===== config.mk =====
export PLATFORM = sky130hd
export DESIGN_NAME = imem_loader_flat
export DESIGN_NICKNAME = d
export VERILOG_FILES = /design/src/rtl/imem_loader_if.sv /design/src/rtl/imem_loader.sv /design/src/flat_wrapper.sv
export SDC_FILE = /design/constraint.sdc
export NUM_CORES = 1
export LEC_CHECK = 0
export ABC_AREA = 1
export BUFFER_PORTS_ARGS = -buffer_cell sky130_fd_sc_hd__buf_2
export CORE_MARGIN = 5
export CORE_UTILIZATION = 59
export CTS_CLUSTER_DIAMETER = 150
export CTS_CLUSTER_SIZE = 24
export DETAILED_ROUTE_END_ITERATION = 7
export PLACE_DENSITY = 0.82
export SLEW_MARGIN = 20
export SYNTH_ARGS = -nofsm -noshare
export SYNTH_HDL_FRONTEND = slang
export SYNTH_SLANG_ARGS = --single-unit

===== constraint.sdc =====
create_clock -name clk -period 2.92 [get_ports clk]
set_input_delay 0.292 -clock clk [delete_from_list [all_inputs] [get_ports clk]]
set_output_delay 0.292 -clock clk [all_outputs]
set_load 0.01 [all_outputs]

===== src/rtl/imem_loader_if.sv =====
// Byte-stream and instruction-memory write signals of the boot loader.
// master = loader side, slave = stream source / instruction memory side.
interface imem_loader_if #(
  parameter int unsigned ADDR_WIDTH = 8
);
  logic [7:0]            in_data;
  logic                  in_valid;
  logic                  in_ready;
  logic                  imem_we;
  logic [ADDR_WIDTH-1:0] imem_addr;
  logic [31:0]           imem_wdata;

  modport master (
    input  in_data, in_valid,
    output in_ready, imem_we, imem_addr, imem_wdata
  );

  modport slave (
    output in_data, in_valid,
    input  in_ready, imem_we, imem_addr, imem_wdata
  );
endinterface


===== src/rtl/imem_loader.sv =====
// Boot loader: assembles big-endian words from a byte stream, writes them to
// instruction memory and holds the CPU in reset until the program is loaded.
module imem_loader #(
  parameter int unsigned ADDR_WIDTH = 8,
  parameter int unsigned BASE_ADDR  = 0
) (
  input  logic                clk,
  input  logic                reset,
  imem_loader_if.master       bus,
  input  logic                reload,
  output logic                cpu_reset,
  output logic                pc_write,
  output logic                load_done,
  output logic                load_error,
  output logic [31:0]         word_count
);

  typedef enum logic [1:0] {S_LEN, S_DATA, S_DONE, S_ERR} state_t;

  // Largest program that still fits between BASE_ADDR and the top of memory.
  localparam logic [32:0] CAP = (33'd1 << ADDR_WIDTH) - 33'(BASE_ADDR);

  state_t                state_q;
  logic [1:0]            byte_idx_q;
  logic [23:0]           shift_q;   // bytes already received of the current word
  logic [31:0]           len_q;
  logic [31:0]           word_count_q;
  logic                  in_ready_q;
  logic                  imem_we_q;
  logic [ADDR_WIDTH-1:0] imem_addr_q;
  logic [31:0]           imem_wdata_q;
  logic                  cpu_reset_q;
  logic                  load_done_q;
  logic                  load_error_q;

  logic                  fire;
  logic                  last_byte;
  logic [31:0]           word_d;

  assign fire      = bus.in_valid & in_ready_q;
  assign last_byte = fire & (byte_idx_q == 2'd3);
  assign word_d    = {shift_q, bus.in_data};

  always_ff @(posedge clk) begin
    if (reset) begin
      state_q      <= S_LEN;
      byte_idx_q   <= 2'd0;
      shift_q      <= '0;
      len_q        <= '0;
      word_count_q <= '0;
      in_ready_q   <= 1'b1;
      imem_we_q    <= 1'b0;
      imem_addr_q  <= ADDR_WIDTH'(BASE_ADDR);
      imem_wdata_q <= '0;
      cpu_reset_q  <= 1'b1;
      load_done_q  <= 1'b0;
      load_error_q <= 1'b0;
    end else if (reload) begin
      // A byte handshaking on this edge is dropped along with any partial word.
      state_q      <= S_LEN;
      byte_idx_q   <= 2'd0;
      shift_q      <= '0;
      word_count_q <= '0;
      in_ready_q   <= 1'b1;
      imem_we_q    <= 1'b0;
      cpu_reset_q  <= 1'b1;
      load_done_q  <= 1'b0;
      load_error_q <= 1'b0;
    end else begin
      imem_we_q   <= 1'b0;
      cpu_reset_q <= (state_q != S_DONE);
      if (fire) begin
        shift_q    <= word_d[23:0];
        byte_idx_q <= byte_idx_q + 2'd1;
      end
      case (state_q)
        S_LEN: begin
          if (last_byte) begin
            len_q <= word_d;
            if (word_d == 32'd0) begin
              state_q     <= S_DONE;
              in_ready_q  <= 1'b0;
              load_done_q <= 1'b1;
            end else if ({1'b0, word_d} > CAP) begin
              state_q      <= S_ERR;
              in_ready_q   <= 1'b0;
              load_error_q <= 1'b1;
            end else begin
              state_q <= S_DATA;
            end
          end
        end
        S_DATA: begin
          if (last_byte) begin
            imem_we_q    <= 1'b1;
            imem_wdata_q <= word_d;
            imem_addr_q  <= ADDR_WIDTH'(BASE_ADDR) + word_count_q[ADDR_WIDTH-1:0];
            word_count_q <= word_count_q + 32'd1;
            // Final word: enter DONE on the same edge; cpu_reset drops one edge later.
            if (word_count_q + 32'd1 == len_q) begin
              state_q     <= S_DONE;
              in_ready_q  <= 1'b0;
              load_done_q <= 1'b1;
            end
          end
        end
        default: ;
      endcase
    end
  end

  assign bus.in_ready   = in_ready_q;
  assign bus.imem_we    = imem_we_q;
  assign bus.imem_addr  = imem_addr_q;
  assign bus.imem_wdata = imem_wdata_q;
  assign cpu_reset      = cpu_reset_q;
  assign pc_write       = ~cpu_reset_q;
  assign load_done      = load_done_q;
  assign load_error     = load_error_q;
  assign word_count     = word_count_q;

endmodule

===== src/flat_wrapper.sv =====
// flat-port wrapper written by rule: the top's interface ports become plain ports
module imem_loader_flat 
#(
  parameter int unsigned ADDR_WIDTH = 8,
  parameter int unsigned BASE_ADDR  = 0
)
  (clk, reset, reload, cpu_reset, pc_write, load_done, load_error, word_count, bus_in_data, bus_in_valid, bus_in_ready, bus_imem_we, bus_imem_addr, bus_imem_wdata);
  imem_loader_if #(.ADDR_WIDTH(ADDR_WIDTH)) bus_i ();
  input  logic clk;
  input  logic reset;
  input  logic reload;
  output logic cpu_reset;
  output logic pc_write;
  output logic load_done;
  output logic load_error;
  output logic [31:0] word_count;
  input wire logic [$bits(bus_i.in_data)-1:0] bus_in_data;
  input wire logic [$bits(bus_i.in_valid)-1:0] bus_in_valid;
  output wire logic [$bits(bus_i.in_ready)-1:0] bus_in_ready;
  output wire logic [$bits(bus_i.imem_we)-1:0] bus_imem_we;
  output wire logic [$bits(bus_i.imem_addr)-1:0] bus_imem_addr;
  output wire logic [$bits(bus_i.imem_wdata)-1:0] bus_imem_wdata;
  assign bus_i.in_data = bus_in_data;
  assign bus_i.in_valid = bus_in_valid;
  assign bus_in_ready = bus_i.in_ready;
  assign bus_imem_we = bus_i.imem_we;
  assign bus_imem_addr = bus_i.imem_addr;
  assign bus_imem_wdata = bus_i.imem_wdata;
  imem_loader #(.ADDR_WIDTH(ADDR_WIDTH), .BASE_ADDR(BASE_ADDR)) u_core (.clk(clk), .reset(reset), .bus(bus_i), .reload(reload), .cpu_reset(cpu_reset), .pc_write(pc_write), .load_done(load_done), .load_error(load_error), .word_count(word_count));
endmodule

# After elaboration in Yosys (flattened, before gate mapping)
# Cells that the tools add are included.
[op_classes]
n_mux = 18
addsub = 2
n_reduce_logical = 12
eq_ne = 9
magnitude_cmp = 1
bitwise_logic = 6
[ops]
columns = ["operator", "n"]
rows = [
  ["adder 32 x 1 -> 32 bit (second input constant)", 1],
  ["== test 32 bit", 1],
  ["greater-than comparator 32 x 9 -> 1 bit (second input constant)", 1],
  ["zero test 32 bit", 1],
  ["two-way mux 1 bit", 10],
  ["two-way mux 2 bit", 5],
  ["AND reduction 5 bit", 2],
  ["!= test 2 x 1 -> 1 bit (second input constant)", 4],
  ["AND reduction 4 bit", 2],
  ["AND reduction 3 bit", 2],
  ["NOT 1 bit", 4],
  ["case mux 1 bit (2 select lines)", 2],
  ["case mux 2 bit (2 select lines)", 1],
  ["!= test 3 x 1 -> 1 bit (second input constant)", 1],
  ["OR reduction 3 bit", 1],
  ["adder 2 x 1 -> 2 bit (second input constant)", 1],
  ["bitwise AND 1 bit", 2],
  ["== test 2 x 1 -> 1 bit (second input constant)", 1],
  ["== test 2 bit (second input constant)", 1],
  ["zero test 2 bit", 1],
  ["!= test 2 bit (second input constant)", 1],
  ["AND reduction 2 bit", 1],
  ["nonzero test 2 bit", 1],
  ["OR reduction 2 bit", 1],
]
[totals]
inputBits = 12
regBits = 137

# Logic depth before layout (Yosys ltp)
[depth]
ltp_word = 5
mapped_depth = 19

# Least setup slack after synthesis
# No wires, ideal clock.
[synth_timing]
path_type = "register to register"
startpoint = "register u_core.word_count_q[0] (netlist: u_core.word_count[0])"
endpoint = "register u_core.in_ready_q (netlist: u_core.bus.in_ready)"
setup_slack_ns = 0.829
n_path_buf = 0
synth_period_minus_slack_ns = 2.091
t_arrival_ns = 1.966
stages_incl_launch_ff = 17
path_cell_list = "dfxtp_1 ha_1 nand2_1 nor2_4 nand2_1 nor2_4 nand3_1 nand3_1 nand2_1 nor2_1 nand2_1 nor2_1 nand3_2 nand2_2 nand2_1 nand2_1 nand2_1"
[synth_via]
elab_chain_cells = 4
[synth_lines]
columns = ["element", "line", "rtl"]
rows = [
  ["from (decl)", "imem_loader.sv:27", "logic [31:0] word_count_q;"],
  ["from (signal assigned)", "imem_loader.sv:98", "word_count_q <= word_count_q + 32'd1;"],
  ["adder 32 x 1 -> 32 bit", "imem_loader.sv:100", "if (word_count_q + 32'd1 == len_q) begin"],
  ["== test 32 bit", "imem_loader.sv:100", ""],
  ["!= test 2 x 1 -> 1 bit (no line)", "-", ""],
  ["AND reduction 5 bit (no line)", "-", ""],
  ["to (signal assigned)", "imem_loader.sv:82", "in_ready_q <= 1'b0;"],
  ["to (signal assigned)", "imem_loader.sv:86", "in_ready_q <= 1'b0;"],
  ["to (signal assigned)", "imem_loader.sv:102", "in_ready_q <= 1'b0;"],
  ["to (decl)", "imem_loader.sv:28", "logic in_ready_q;"],
]
# Every way passes these cells.
# A chain may end at the register's enable or synchronous reset.

# Final worst setup path
# Ends and elaborated chain as after synthesis.

==> impl_metrics.ini <==
[drt]
via_count = 6731
drt_iter0_markers = 623
postRouteAntennaNets = 0
wl_per_cell_um = 15.44
wirelength_um = 18610
drt_first_pass_iters = 7
avgViaCountPerCell = 5.586
drc_errors = 0

[placed_design]
post-place-ws_ps = 489.2
dp_hpwl_um = 13190
placed_cells = 1172
placement.io_buffers = 89
gp_congestion = 0.9416
placed_cell_area_um2 = 7196

[power_and_ir_drop]
power_density_nw_per_um2 = 535.8
p_sw_share_pct = 23.77
peakVddDrop_mv = 0.4504
p_leak_uw = 0.003550
internal_power_uw = 3184
p_seq_share_pct = 45.4
power_frac_comb_pct = 2.9
p_sw_uw = 993.0
finalPower_uw = 4177
p_clk_share_pct = 51.7

[outcome]
status = complete, no violations

[worst_setup_path]
crit_path_end_kind = register
worstPathArrival_ps = 3000
crit_type = register to register
reg2reg_depth = 18
path_common_cell = nand2_1
critPathMaxStageDelay_ps = 440
startpoint_type = register
critPathBufInv = 1
cp.required_ps = 3330
crit_path_top_delay_cell = dfxtp_1
cp_top_family = simple AND/OR/NAND/NOR gates
r2r_slack_ps = 330
crit_cells = 18
path_cells = ha_1 > nand3_1 > nor2_1 > nand2_1 > nand2_1 > nand2_1 > nand2_1 > nand2_1 > inv_1 > nand2_1 > nor2_1 > nand2_1 > nor2_2 > nand3_2 > nand2_2 > nand2_1 > nand2_1 > nand2_1
worstPathMaxFanout = 6

[logic_synthesis]
synth_enable_flop_cells = 0
synthFlopType = dfxtp_1
ys_top_cells_by_area = dfxtp_1 (42%), nand2_1 (11%), o21ai_0 (8.8%)
ys_seq_area_share_pct = 41.58
synth_top_area_cell = dfxtp_1
synth_most_common_cell = nand2_1
yosysWarnings = 0
synth.cells.most_frequent = nand2_1 (201), dfxtp_1 (137), inv_1 (126)
synth_area_per_cell_um2 = 6.800
netlist_area_um2 = 6596
synth_nets = 984
synth-seq-cells = 137
synth.distinct_cells = 34
synth_top_area_share_pct = 41.58
postSynthCellCount = 970
async_flop_share_pct = 0

[timing]
slew_viol_final = 0
fin_ws_ps = 327.6
setup_viol = 0
finalHoldViolations = 0
min_period_ps = 2592
finalCritPeriodShare_pct = 88.78
worst_pin_slew_ps = 610.9
rsz0062_at_grt = false
skew_ps = 7.545
timing.setup.tns_ps = 0
slew_headroom_pct = 59.23
max_freq_ghz = 0.3857

[floorplan]
chipHeight_um = 115.7
boundaryPins = 90
initial_utilization_pct = 60.58
die_area_um2 = 13390
num_rows = 38
die_w_um = 115.7
core-area_um2 = 10890

[cts]
clockBufferDepth = 2
worstSkewPairLatency_ps = 530
root_buffer = clkbuf_8
ctsResizeCount = 0
cts_buffers = 17
cts_tree = yes
clk_pin_slew_ps = 70
postCtsHoldBufs = 1
cts_setup_buffers = 0
htreeDepth = 4
clkSinkCount = 137

[global_routing]
grt_pass1_vias = 6187
grt.total_usage_pct = 28.75
grt-ovfl-total = 0
antenna_found_initial = 0
grt_pass1_wl_um = 30440
grt_start_max_net_pins = 68

[finish]
fin_area_um2 = 7796
drive_above_1_share_pct = 15.31
fin_cells = 1205
num-nets-final = 1066
insertedDiodeCount = 0
syn2layout_area_growth_pct = 18.19

[worst_hold_path]
worstHoldPathCells = 3
hold_path_class = input port to register

[run]
drv_cap = 0
routing by layer:
| metal | up-vias | track usage [%] | part of all wire (%) |
|---|---|---|---|
| li1 | 3326 | - | - |
| met1 | 3071 | 38.81 | 44 |
| met2 | 279 | 45.18 | 46 |
| met3 | 55 | 5.640 | 7.9 |
| met4 | 0 | 12.22 | 3.0 |
| met5 | - | 0 | 0 |
layout make-up:
type	count	area, um^2
clock buffer	19	431.7
inverter	129	484.2
fill	891	3092
clock inverter	13	158.9
timing repair buffer	102	570.5
multi-input combinational	665	3233
sequential	137	2743
tap	140	175.2
power by group through the flow:
stage	clock network (uW)	registers, uW	logic [uW]
finish	2160	1900	122
global route	2260	1900	133
floorplan	0	1930	76.0
detailed placement	0	1940	116
global placement	0	1940	115
CTS	2170	1900	119
cells by family (layout without fill, tap and decap cells):
logic type               Yosys count  after routing  synth area share, %
buffers and inverters            168            263                9.674
AND/OR/NAND/NOR                  408            408                27.71
AO/OA/AOI/OAI                    250            250                19.78
flip-flops                       137            137                41.58
adder cells (fa/ha/maj)            2              2               0.3793
XOR/XNOR                           5              5               0.8726
sequential cells by signal, summed over array words and instances (netlist names):
register / flops
u_core.bus.in_ready: 1
u_core.bus.imem_we: 1
u_core.byte_idx_q: 2
u_core.len_q: 32
u_core.load_error: 1
u_core.bus.imem_wdata: 32
u_core.word_count: 32
u_core.state_q: 2
u_core.cpu_reset: 1
u_core.shift_q: 24
u_core.load_done: 1
u_core.bus.imem_addr: 8
stage by stage:
step	hold WS (ps)	utilization, %
after global placement	449.0	66.09
after floorplan	364.4	-
final	57.24	71.60
after global routing	57.67	71.60
after CTS	39.10	71.60
after detailed placement	462.2	66.09
worst paths after layout:
check / end / from
worst max-delay path: u_core.bus.in_ready / u_core.word_count[0]
worst min-delay path: u_core.len_q[4] / bus_in_data[4]
worst max register to register: u_core.bus.in_ready / u_core.word_count[0]
worst min register to register: u_core.bus.imem_addr[0] / u_core.bus.imem_addr[0]
worst register-to-register path: stages (launching register included):
cell and delay [ps]:
dfxtp_1 440, ha_1 230, nand3_1 170, nor2_1 330, nand2_1 140, nand2_1 120, nand2_1 70, nand2_1 80
nand2_1 50, inv_1 40, nand2_1 90, nor2_1 130, nand2_1 80, nor2_2 140, nand3_2 130, nand2_2 100
nand2_1 50, nand2_1 50, nand2_1 40
cell usage in the layout (no fill, tap or decap), types with 2 or more instances in the layout:
cell / synthesis / routed
xnor2_1: 2 / 2
nand2_2: 7 / 7
clkinv_4: 0 / 2
nand3_1: 70 / 70
nand2_4: 3 / 3
o211ai_1: 11 / 11
bufinv_16: 0 / 2
buf_4: 0 / 10
inv_1: 126 / 126
nand3b_1: 11 / 11
ha_1: 2 / 2
nor2_1: 88 / 85
nor2_2: 3 / 4
clkbuf_8: 0 / 2
dfxtp_1: 137 / 137
buf_12: 0 / 2
nand2_1: 201 / 201
a21oi_1: 114 / 114
and2_1: 2 / 2
nor4_1: 3 / 3
clkbuf_16: 0 / 16
xor2_1: 2 / 2
inv_2: 2 / 2
nand4_1: 9 / 9
inv_6: 0 / 5
o21ai_0: 116 / 116
a31o_2: 2 / 2
clkinvlp_4: 0 / 2
nor2_4: 8 / 10
buf_2: 0 / 89
inv_8: 0 / 2
o21bai_1: 2 / 2
Note: power is estimated with default switching activity, not from simulation.
